<file path="config.mk">
export PLATFORM = sky130hd
export DESIGN_NAME = huffman_decoder_flat
export DESIGN_NICKNAME = d
export VERILOG_FILES = /design/src/rtl/huffman_decoder_pkg.sv /design/src/rtl/huffman_decoder_if.sv /design/src/rtl/huffman_decoder_bit_shifter.sv /design/src/rtl/huffman_decoder.sv /design/src/flat_wrapper.sv
export SDC_FILE = /design/constraint.sdc
export NUM_CORES = 2
export LEC_CHECK = 0
export BUFFER_PORTS_ARGS = -buffer_cell sky130_fd_sc_hd__clkbuf_2
export CAP_MARGIN = 20
export CORE_ASPECT_RATIO = 0.5
export CORE_UTILIZATION = 49
export DETAILED_ROUTE_END_ITERATION = 8
export SLEW_MARGIN = 20
export SYNTH_ARGS = -nofsm -noshare
export SYNTH_HDL_FRONTEND = slang
export SYNTH_SLANG_ARGS = --single-unit
</file>
<file path="constraint.sdc">
create_clock -name clk -period 15.65 [get_ports clk]
set_input_delay 0.7825 -clock clk [delete_from_list [all_inputs] [get_ports clk]]
set_output_delay 0.7825 -clock clk [all_outputs]
set_load 0.02 [all_outputs]
</file>
<file path="src/rtl/huffman_decoder_pkg.sv">
// Shared definitions for the canonical Huffman decoder.
//   MAXBITS : maximum code length in bits (count-table length port is 4 bits wide)
//   NSYM    : symbol table depth
//   state_t : decoder FSM state encoding
package huff_pkg;

  localparam int unsigned MAXBITS = 15;
  localparam int unsigned NSYM    = 256;

  typedef enum logic [2:0] {
    IDLE,
    FETCH,
    DECODE,
    EMIT,
    FIN,
    ERR
  } state_t;

endpackage

</file>
<file path="src/rtl/huffman_decoder_if.sv">
// Stream handshakes of the Huffman decoder.
//   in_data/in_valid/in_ready    : compressed 32-bit words, consumed MSB first
//   out_sym/out_valid/out_ready  : decoded symbol bytes
// master = the stream source/sink side, slave = the decoder.
interface huffman_decoder_if;

  logic [31:0] in_data;
  logic        in_valid;
  logic        in_ready;
  logic [7:0]  out_sym;
  logic        out_valid;
  logic        out_ready;

  modport master (
    output in_data, in_valid, out_ready,
    input  in_ready, out_sym, out_valid
  );

  modport slave (
    input  in_data, in_valid, out_ready,
    output in_ready, out_sym, out_valid
  );

endinterface

</file>
<file path="src/rtl/huffman_decoder_bit_shifter.sv">
// Module huff_bit_shifter: holds the current 32-bit compressed word and
// presents its next unconsumed bit on o_bit.
//   clk, reset   : clock, synchronous active-high reset
//   i_load       : load i_word, bits_left = 32
//   i_shift      : consume one bit (ignored when no bits remain)
//   o_bit        : current MSB
//   o_bits_left  : unconsumed bits in the word (0..32)
module huff_bit_shifter (
  input  logic        clk,
  input  logic        reset,
  input  logic        i_load,
  input  logic        i_shift,
  input  logic [31:0] i_word,
  output logic        o_bit,
  output logic [5:0]  o_bits_left
);

  logic [31:0] r_word;
  logic [5:0]  r_bits_left;

  always_ff @(posedge clk) begin
    if (reset) begin
      r_word      <= '0;
      r_bits_left <= '0;
    end else if (i_load) begin
      r_word      <= i_word;
      r_bits_left <= 6'd32;
    end else if (i_shift && (r_bits_left != 6'd0)) begin
      r_word      <= {r_word[30:0], 1'b0};
      r_bits_left <= r_bits_left - 6'd1;
    end
  end

  assign o_bit       = r_word[31];
  assign o_bits_left = r_bits_left;

endmodule

</file>
<file path="src/rtl/huffman_decoder.sv">
// Canonical Huffman decoder, one code bit per cycle.
// Tables (count per code length, symbols in canonical order) are written in
// IDLE; start decodes total_syms symbols from a stream of 32-bit words.
//   clk, reset          : clock, synchronous active-high reset
//   cnt_wr/len/val      : count-table write (length 1..MAXBITS)
//   sym_wr/addr/val     : symbol-table write
//   start, total_syms   : begin a decode of total_syms symbols
//   s (slave modport)   : input word stream and output symbol stream
//   busy, done, error   : status; done pulses once after the last symbol
//   sym_count           : symbols emitted (tied to 0 unless HUFFDEC_STATS_EN)
// Optional feature macro: HUFFDEC_STATS_EN
module huffman_decoder #(
  parameter int unsigned MAXBITS = huff_pkg::MAXBITS,
  parameter int unsigned NSYM    = huff_pkg::NSYM
) (
  input  logic              clk,
  input  logic              reset,
  input  logic              cnt_wr,
  input  logic [3:0]        cnt_len,
  input  logic [8:0]        cnt_val,
  input  logic              sym_wr,
  input  logic [7:0]        sym_addr,
  input  logic [7:0]        sym_val,
  input  logic              start,
  input  logic [15:0]       total_syms,
  huffman_decoder_if.slave  s,
  output logic              busy,
  output logic              done,
  output logic              error,
  output logic [15:0]       sym_count
);

  import huff_pkg::*;

  localparam int unsigned AW = (NSYM > 1) ? $clog2(NSYM) : 1;

  state_t      r_state;
  logic [8:0]  r_cnt_tab [0:15];
  logic [7:0]  r_sym_tab [0:NSYM-1];
  logic [15:0] r_code, r_first, r_idx, r_total, r_nsym;
  logic [3:0]  r_len;
  logic        r_in_ready, r_out_valid, r_busy, r_done, r_error;
  logic [7:0]  r_out_sym;

  logic        w_bit;
  logic [5:0]  w_bits_left;
  logic [15:0] w_code, w_cnt, w_off, w_sym_idx, w_nsym_inc;
  logic [3:0]  w_len;
  logic        w_hit, w_in_hs, w_out_hs;
  logic [AW-1:0] w_waddr, w_raddr;

  huff_bit_shifter u_shifter (
    .clk         (clk),
    .reset       (reset),
    .i_load      (w_in_hs),
    .i_shift     (r_state == DECODE),
    .i_word      (s.in_data),
    .o_bit       (w_bit),
    .o_bits_left (w_bits_left)
  );

  // One step of the canonical walk for the bit currently at the shifter MSB.
  assign w_code     = r_code | {15'd0, w_bit};
  assign w_len      = r_len + 4'd1;
  assign w_cnt      = {7'd0, r_cnt_tab[w_len]};
  assign w_off      = w_code - r_first;
  assign w_hit      = (w_off < w_cnt);
  assign w_sym_idx  = r_idx + w_off;
  assign w_raddr    = AW'(w_sym_idx);
  assign w_waddr    = AW'(sym_addr);
  assign w_in_hs    = (r_state == FETCH) && s.in_valid && r_in_ready;
  assign w_out_hs   = (r_state == EMIT) && r_out_valid && s.out_ready;
  assign w_nsym_inc = r_nsym + 16'd1;

  always_ff @(posedge clk) begin
    if (reset) begin
      for (int unsigned i = 0; i < 16; i++) r_cnt_tab[i] <= '0;
    end else if ((r_state == IDLE) && cnt_wr && (cnt_len != 4'd0) &&
                 (32'(cnt_len) <= MAXBITS)) begin
      r_cnt_tab[cnt_len] <= cnt_val;
    end
  end

  always_ff @(posedge clk) begin
    if ((r_state == IDLE) && sym_wr && (32'(sym_addr) < NSYM))
      r_sym_tab[w_waddr] <= sym_val;
  end

  always_ff @(posedge clk) begin
    if (reset) begin
      r_state     <= IDLE;
      r_code      <= '0;
      r_first     <= '0;
      r_idx       <= '0;
      r_len       <= '0;
      r_total     <= '0;
      r_nsym      <= '0;
      r_in_ready  <= 1'b0;
      r_out_valid <= 1'b0;
      r_out_sym   <= '0;
      r_busy      <= 1'b0;
      r_done      <= 1'b0;
      r_error     <= 1'b0;
    end else begin
      r_done <= 1'b0;
      case (r_state)
        IDLE, ERR: begin
          if (start) begin
            r_error <= 1'b0;
            r_total <= total_syms;
            r_code  <= '0;
            r_first <= '0;
            r_idx   <= '0;
            r_len   <= '0;
            r_nsym  <= '0;
            if (total_syms == 16'd0) begin
              r_state <= FIN;
              r_done  <= 1'b1;
            end else begin
              r_state    <= FETCH;
              r_in_ready <= 1'b1;
              r_busy     <= 1'b1;
            end
          end
        end
        FETCH: begin
          if (w_in_hs) begin
            r_in_ready <= 1'b0;
            r_state    <= DECODE;
          end
        end
        DECODE: begin
          if (w_hit) begin
            r_out_sym   <= (32'(w_sym_idx) < NSYM) ? r_sym_tab[w_raddr] : 8'd0;
            r_out_valid <= 1'b1;
            r_state     <= EMIT;
          end else if (32'(w_len) >= MAXBITS) begin
            r_state <= ERR;
            r_error <= 1'b1;
            r_busy  <= 1'b0;
          end else begin
            r_idx   <= r_idx + w_cnt;
            r_first <= (r_first + w_cnt) << 1;
            r_code  <= w_code << 1;
            r_len   <= w_len;
            // Last bit of the word consumed mid-code: the partial code
            // registers carry over into the next word.
            if (w_bits_left == 6'd1) begin
              r_state    <= FETCH;
              r_in_ready <= 1'b1;
            end
          end
        end
        EMIT: begin
          if (w_out_hs) begin
            r_out_valid <= 1'b0;
            r_nsym      <= w_nsym_inc;
            r_code      <= '0;
            r_first     <= '0;
            r_idx       <= '0;
            r_len       <= '0;
            if (w_nsym_inc == r_total) begin
              r_state <= FIN;
              r_done  <= 1'b1;
              r_busy  <= 1'b0;
            end else if (w_bits_left == 6'd0) begin
              r_state    <= FETCH;
              r_in_ready <= 1'b1;
            end else begin
              r_state <= DECODE;
            end
          end
        end
        FIN: begin
          r_state <= IDLE;
          r_busy  <= 1'b0;
        end
        default: r_state <= IDLE;
      endcase
    end
  end

  assign s.in_ready  = r_in_ready;
  assign s.out_valid = r_out_valid;
  assign s.out_sym   = r_out_sym;
  assign busy        = r_busy;
  assign done        = r_done;
  assign error       = r_error;

`ifdef HUFFDEC_STATS_EN
  assign sym_count = r_nsym;
`else
  assign sym_count = '0;
`endif

endmodule

</file>
<file path="src/flat_wrapper.sv">
// flat-port wrapper written by rule: the top's interface ports become plain ports
module huffman_decoder_flat import huff_pkg::*;
#(
  parameter int unsigned MAXBITS = huff_pkg::MAXBITS,
  parameter int unsigned NSYM    = huff_pkg::NSYM
)
  (clk, reset, cnt_wr, cnt_len, cnt_val, sym_wr, sym_addr, sym_val, start, total_syms, busy, done, error, sym_count, s_in_data, s_in_valid, s_out_ready, s_in_ready, s_out_sym, s_out_valid);
  huffman_decoder_if s_i ();
  input  logic clk;
  input  logic reset;
  input  logic cnt_wr;
  input  logic [3:0] cnt_len;
  input  logic [8:0] cnt_val;
  input  logic sym_wr;
  input  logic [7:0] sym_addr;
  input  logic [7:0] sym_val;
  input  logic start;
  input  logic [15:0] total_syms;
  output logic busy;
  output logic done;
  output logic error;
  output logic [15:0] sym_count;
  input wire logic [$bits(s_i.in_data)-1:0] s_in_data;
  input wire logic [$bits(s_i.in_valid)-1:0] s_in_valid;
  input wire logic [$bits(s_i.out_ready)-1:0] s_out_ready;
  output wire logic [$bits(s_i.in_ready)-1:0] s_in_ready;
  output wire logic [$bits(s_i.out_sym)-1:0] s_out_sym;
  output wire logic [$bits(s_i.out_valid)-1:0] s_out_valid;
  assign s_i.in_data = s_in_data;
  assign s_i.in_valid = s_in_valid;
  assign s_i.out_ready = s_out_ready;
  assign s_in_ready = s_i.in_ready;
  assign s_out_sym = s_i.out_sym;
  assign s_out_valid = s_i.out_valid;
  huffman_decoder #(.MAXBITS(MAXBITS), .NSYM(NSYM)) u_core (.clk(clk), .reset(reset), .cnt_wr(cnt_wr), .cnt_len(cnt_len), .cnt_val(cnt_val), .sym_wr(sym_wr), .sym_addr(sym_addr), .sym_val(sym_val), .start(start), .total_syms(total_syms), .s(s_i), .busy(busy), .done(done), .error(error), .sym_count(sym_count));
endmodule
</file>
# Word level (Yosys, flattened, before mapping)
# Memories as Yosys holds them, arrays and structs flattened.
# Index checks and enable logic that the tools add are counted.
[word_totals]
output_inout_bits = 29
regBits = 138
input_bits = 84
mem_bits_rw = 2192
mem_count = 2
[memory_table]
columns = ["memory", "depth", "width", "rd", "rd_clocked_by_memory_dff", "write_ports", "line_no", "source"]
rows = [
  ["u_core.r_sym_tab", 256, 8, 1, 0, 1, "huffman_decoder.sv:39", "logic [7:0] r_sym_tab [0:NSYM-1];"],
  ["u_core.r_cnt_tab", 16, 9, 1, 0, 16, "huffman_decoder.sv:38", "logic [8:0] r_cnt_tab [0:15];"],
]
[classes]
n_lt_le_gt_ge = 3
n_reduce_logical = 32
bitwise_logic = 1
n_addsub = 7
mux = 70
eq_ne = 20
[op_table]
columns = ["cell", "count"]
rows = [
  ["16-bit 2-to-1 mux", 9],
  ["16-bit one-hot mux with 3 select lines", 3],
  ["32-bit 2-to-1 mux", 2],
  ["16-bit one-hot mux with 2 select lines", 1],
  ["1-bit 2-to-1 mux", 30],
  ["3-bit 2-to-1 mux", 8],
  ["4-bit 2-to-1 mux", 5],
  ["16-bit by 1-bit adder with 16-bit output, second input constant", 1],
  ["16-bit adder", 1],
  ["16-bit by 9-bit adder with 16-bit output", 1],
  ["16-bit equality test", 1],
  ["16-bit zero test", 1],
  ["16-bit by 9-bit < comparator with 1-bit output", 1],
  ["16-bit by 9-bit < comparator with 1-bit output, second input constant", 1],
  ["2-bit inequality test, second input constant", 8],
  ["16-bit by 1-bit OR with 16-bit output", 1],
  ["16-bit subtractor", 1],
  ["15-bit by 9-bit adder with 15-bit output", 1],
  ["6-bit 2-to-1 mux", 2],
  ["3-bit one-hot mux with 4 select lines", 1],
  ["4-bit one-hot mux with 3 select lines", 1],
  ["4-bit nonzero test", 3],
  ["10-bit AND reduction", 1],
  ["9-bit 2-to-1 mux", 1],
  ["26 further kinds", 48],
]

# Depth between registers and ports, before layout
[logic_depth]
ltp_word = 8
ltp_mapped = 21

# Modules after synthesis
# A second synthesis with hierarchy kept.
[unflattened]
cells_unflattened = 5007
hier_area_um2 = 94834.7
[by_module_without_submodules]
columns = ["module", "instances", "area_each_um2", "cells_each"]
rows = [
  ["huffman_decoder", 1, 92927.9, 4781],
  ["huff_bit_shifter", 1, 1906.8, 226],
]

# Least setup slack after synthesis
# OpenSTA, ideal clock, no wires.
[synth_path]
path_kind = "register to register"
from = "register u_core.r_len[0]"
to = "register u_core.r_state[1]"
setup_slack_ns = 10.180
required_ns = 15.580
arrival_ns = 5.399
path_stages_with_launch = 19
n_path_buf = 4
path_cell_list = "dfxtp_1 buf_6 buf_1 inv_1 ha_1 buf_2 clkbuf_1 mux4_2 mux4_2 inv_1 ha_1 a21o_1 o31a_1 a311o_1 or4_4 nor4_4 o31ai_1 or4_1 a21oi_1"
[synth_between]
elab_chain_cells = 5
[synth_lines]
columns = ["element", "line_no", "source"]
rows = [
  ["start: declaration", "huffman_decoder.sv:41", "logic [3:0] r_len;"],
  ["start signal: assignment", "huffman_decoder.sv:145", "r_len <= w_len;"],
  ["4-bit by 1-bit adder with 4-bit output *", "huffman_decoder.sv:64", "assign w_len = r_len + 4'd1;"],
  ["memory read 16 x 9 bit / 4-bit greater-or-equal comparator (equally long branches)", "--", ""],
  ["16-bit by 9-bit < comparator with 1-bit output / 3-bit 2-to-1 mux (equally long branches)", "huffman_decoder.sv:67, huffman_decoder.sv:137", ""],
  ["4-bit by 1-bit inequality test with 1-bit output (no line) / 3-bit 2-to-1 mux (equally long branches)", "--", ""],
  ["4-bit AND reduction (no line) / 3-bit one-hot mux with 4 select lines (equally long branches)", "--", ""],
  ["end signal: assignment", "huffman_decoder.sv:91", "r_state <= IDLE;"],
  ["end signal: assignment", "huffman_decoder.sv:117", "r_state <= FIN;"],
  ["end signal: assignment", "huffman_decoder.sv:120", "r_state <= FETCH;"],
  ["end: declaration", "huffman_decoder.sv:37", "state_t r_state;"],
]
# Every way passes the cells marked *; elsewhere a longest branch is shown, timed or not.
# A chain may end at the register's enable or synchronous reset.

# Final worst setup path
[layout_path]
from = "register u_core.u_shifter.r_word[31]"
to = "register u_core.r_out_sym[4], in the netlist u_core.s.out_sym[4]"
[layout_between]
elab_chain_cells = 5
[layout_lines]
columns = ["element", "line_no", "source"]
rows = [
  ["start: declaration", "huffman_decoder_bit_shifter.sv:18", "logic [31:0] r_word;"],
  ["start signal: assignment", "huffman_decoder_bit_shifter.sv:26", "r_word <= i_word;"],
  ["start signal: assignment", "huffman_decoder_bit_shifter.sv:29", "r_word <= {r_word[30:0], 1'b0};"],
  ["16-bit by 1-bit OR with 16-bit output *", "huffman_decoder.sv:63", "assign w_code = r_code | {15'd0, w_bit};"],
  ["16-bit subtractor *", "huffman_decoder.sv:66", "assign w_off = w_code - r_first;"],
  ["16-bit adder", "huffman_decoder.sv:68", "assign w_sym_idx = r_idx + w_off;"],
  ["memory read 256 x 8 bit / 16-bit by 9-bit < comparator with 1-bit output (equally long branches)", "--", ""],
  ["8-bit 2-to-1 mux", "huffman_decoder.sv:134", "r_out_sym <= (32'(w_sym_idx) < NSYM) ? r_sym_tab[w_raddr] : 8'd0;"],
  ["end signal: assignment", "huffman_decoder.sv:134", ""],
  ["end: declaration", "huffman_decoder.sv:43", "logic [7:0] r_out_sym;"],
]
# Marks and branches as above.

==> impl_metrics.py <==
metrics = {
    "outcome": {
        "outcome": "complete, no violations",
    },
    "floorplan": {
        "rows": 113,
        "core_area_um2": 191000,
        "die_y_um": 313,
        "ios": 113,
        "dieWidth_um": 625,
        "fp.dieArea_um2": 196000,
        "start_util_pct": 49.7,
    },
    "power_and_ir_drop": {
        "clockPowerShare_pct": 33.5,
        "intPower_w": 0.0107,
        "p_comb_share_pct": 20.3,
        "seq_power_share_pct": 46.2,
        "p_sw_w": 0.00430,
        "p_total_w": 0.0150,
        "swShare_pct": 28.7,
        "power-per-cell-area_nw_per_um2": 143,
        "ir_drop_v": 0.000137,
        "power_leakage_nw": 33.2,
    },
    "synth": {
        "syn_area_um2": 95000,
        "synthArstFlopShare_pct": 0,
        "yosysSeqAreaShare_pct": 72.1,
        "synth_edf_count": 2192,
        "yosysWarnings": 0,
        "synth.avg_cell_area_um2": 18.3,
        "ys_types": 90,
        "synth-main-ff-cell": "edfxtp_1",
        "synth_seq_cells": 2328,
        "synthCells": 5184,
    },
    "setup_path": {
        "cp.required_ps": 16390,
        "slowest_delay_ps": 1040,
        "path_buf_inv": 3,
        "crit_slowest_cell": "a211oi_1",
        "path_class": "reg -> reg",
        "path_max_fanout": 93,
        "critical_path.cell_chain": "ha_4, buf_12, buf_4, buf_4, mux4_2, and3_1, a211oi_1, a31oi_1, a211oi_1, a41o_1, nor4_1, a22o_1",
        "critPathLaunchType": "register",
        "cp_top_family": "buffers and inverters",
        "cp-end-kind": "register",
        "crit_arrival_ps": 7420,
    },
    "cells_and_area": {
        "final_nets": 5440,
        "fin_util_pct": 54.9,
        "multi_input_area_um2": 25200,
        "syn2layout_area_growth_pct": 10.5,
        "regArea_um2": 68500,
        "layout-drive-gt1-share_pct": 21.2,
        "filler_cell_count": 14800,
    },
    "global_route": {
        "grt_overflow": 0,
        "grt_pass1_wl_mm": 361,
        "grtUsageTotal_pct": 25.4,
        "antenna_found_initial": 15,
        "grt_max_degree": 150,
        "grt_pass1_vias": 50400,
    },
    "sta": {
        "finalCritPeriodShare_pct": 42.7,
        "maxSlewViolCount": 0,
        "period_needed_ps": 6680,
        "maxSlewHeadroom_pct": 12.7,
        "hold_violations": 0,
        "rsz0062_at_grt": "false",
        "setup_violations": 0,
        "tightest_slew_ps": 1300,
        "setup_tns_ps": 0,
        "worst_clock_skew_ps": 52.2,
        "fmax_mhz": 150,
    },
    "clocking": {
        "post_cts_resized": 0,
        "h-tree-depth": 4,
        "cts_hold_buf": 0,
        "clock_sinks": 2328,
        "cts_inserted_buffers": 207,
        "clkLatencyLatePin_ps": 870,
        "clkTransAtPathRegs_ps": 70,
        "tritoncts": "yes",
        "cts_root_buffer": "clkbuf_16",
        "post_cts_buffers": 0,
        "clock_path_buffers": 4,
    },
    "drt": {
        "avgViaCountPerCell": 6.28,
        "drt_iter0_drc": 6121,
        "vias": 50500,
        "drtPass1Iterations": 6,
        "drc": 0,
        "final_antenna_net_count": 0,
        "finalWirelength_mm": 249,
        "routedWlPerCell_um": 30.9,
    },
    "placement": {
        "globalplace.congestion": 0.862,
        "dp_hpwl_mm": 152,
        "io_buffer_count": 96,
    },
    "flow_run": {
        "drv_cap": 0,
    },
    "worst_hold_path": {
        "hold_class": "in -> reg",
    },
}
-- power groups by stage --
| stage | Combinational [W] | Sequential (W) | Clock [W] |
|---|---|---|---|
| floorplan | 0.00187 | 0.00703 | 0 |
| global placement | 0.00300 | 0.00706 | 0 |
| detailed placement | 0.00303 | 0.00706 | 0 |
| CTS | 0.00304 | 0.00693 | 0.00508 |
| global route | 0.00321 | 0.00693 | 0.00532 |
| finish | 0.00305 | 0.00693 | 0.00502 |
-- cell usage in the layout (no fill, tap or decap), types with 9 or more instances in the layout --
master | Yosys | layout
a21oi_1 | 96 | 96
inv_1 | 50 | 50
dfxtp_1 | 136 | 135
mux4_2 | 602 | 602
o21a_1 | 10 | 10
nand2b_1 | 12 | 12
clkbuf_1 | 203 | 45
o22ai_1 | 25 | 25
nand2_1 | 254 | 251
a22o_1 | 9 | 9
nor4_1 | 22 | 22
clkinv_2 | 0 | 35
and3_1 | 69 | 69
mux2_2 | 20 | 20
conb_1 | 1 | 25
edfxtp_1 | 2192 | 2192
nor3_1 | 32 | 28
clkbuf_8 | 0 | 9
clkinv_1 | 0 | 43
o21ai_0 | 53 | 49
and2_1 | 142 | 141
a311oi_1 | 23 | 23
clkbuf_2 | 1 | 87
or3_1 | 12 | 12
a31oi_1 | 36 | 35
nor2_1 | 484 | 481
mux2i_1 | 93 | 93
xnor2_1 | 45 | 42
bufinv_16 | 0 | 17
ha_1 | 60 | 59
nor2b_1 | 11 | 10
xor2_1 | 19 | 16
nand4_1 | 28 | 28
clkbuf_16 | 0 | 208
a21o_1 | 18 | 18
buf_4 | 20 | 88
a211oi_1 | 77 | 75
nand3_1 | 82 | 77
-- tightest hold or removal path, stage by stage --
cell	delay (ps)
clkbuf_2	100
nand2_1	60
a21oi_1	50
-- Yosys cell counts (all sizes together) (24+ instances only) --
master	count	share of area [%]
nor3	32	0.17
dfxtp	136	2.9
and2	143	0.94
mux4	606	14
xnor2	45	0.41
nand2	254	1.0
nand3	82	0.43
and3	69	0.45
mux2i	94	0.99
nand4	28	0.18
clkbuf	204	0.81
a211oi	77	0.61
a21oi	98	0.52
o22ai	25	0.16
edfxtp	2192	69
ha	60	0.79
o21ai	53	0.28
nor2	484	1.9
buf	111	0.62
a31oi	36	0.24
nor4	24	0.18
inv	50	0.20
-- metal layers --
layer	part of all wire, %	up-vias	GRT usage [%]
met1	42	26800	37.5
met3	8.6	354	4.57
met5	0.0052	-	0
met4	2.4	2	5.82
met2	47	2272	40.0
li1	-	21100	-
-- final cells by class --
type | instances | share of cell area (%)
sequential | 2328 | 65.3
multi-input combinational | 2515 | 24.0
clock buffer | 254 | 5.13
tap | 2587 | 3.08
timing repair buffer | 190 | 1.27
clock inverter | 116 | 0.973
inverter | 50 | 0.179
antenna | 3 | 0.00715
-- stage by stage --
step           worst slack [ps]  area [µm²]  std cells  hold WS [ps]
2_1_floorplan             10180       95100       5208           432
3_3_place_gp               8820       98500       7669           441
3_5_place_dp               8830       98500       7669           455
4_1_cts                    8790      105000       8039           131
5_1_grt                    8450      105000       8040           151
6_report                   8970      105000       8043           206
-- logic make-up (layout without fill, tap and decap cells) --
group	count (synthesis)	in the layout	share of synthesized area [%]
AO/OA/AOI/OAI	450	450	3.29
XOR/XNOR	64	64	0.590
adder cells (fa/ha/maj)	65	65	0.885
buffers and inverters	365	610	1.63
flip-flops	2328	2328	72.1
multiplexers	720	720	15.6
other	1	28	0.00395
AND/OR/NAND/NOR	1191	1191	5.84
-- registers in the layout, indices dropped and copies added, names as in the netlist, 3 cells and up --
name                          flops
u_core.r_cnt_tab                144
u_core.r_total                   16
u_core.r_idx                     16
u_core.r_nsym                    16
u_core.r_code                    15
u_core.r_sym_tab               2048
u_core.u_shifter.r_word          32
u_core.r_len                      4
u_core.u_shifter.o_bits_left      6
u_core.r_state                    3
u_core.r_first                   15
u_core.s.out_sym                  8
-- final timing paths --
| check | slack (ps) | cells past startpoint | end | startpoint |
|---|---|---|---|---|
| max | 8970 | 12 | u_core.s.out_sym[4] | u_core.u_shifter.r_word[31] |
| min | 210 | 3 | u_core.u_shifter.r_word[0] | s_in_data[0] |
| max reg2reg | 8970 | 12 | u_core.s.out_sym[4] | u_core.u_shifter.r_word[31] |
| min reg2reg | 460 | 2 | u_core.r_first[12] | u_core.r_first[12] |
No activity file was read; power rests on OpenSTA's default activity.
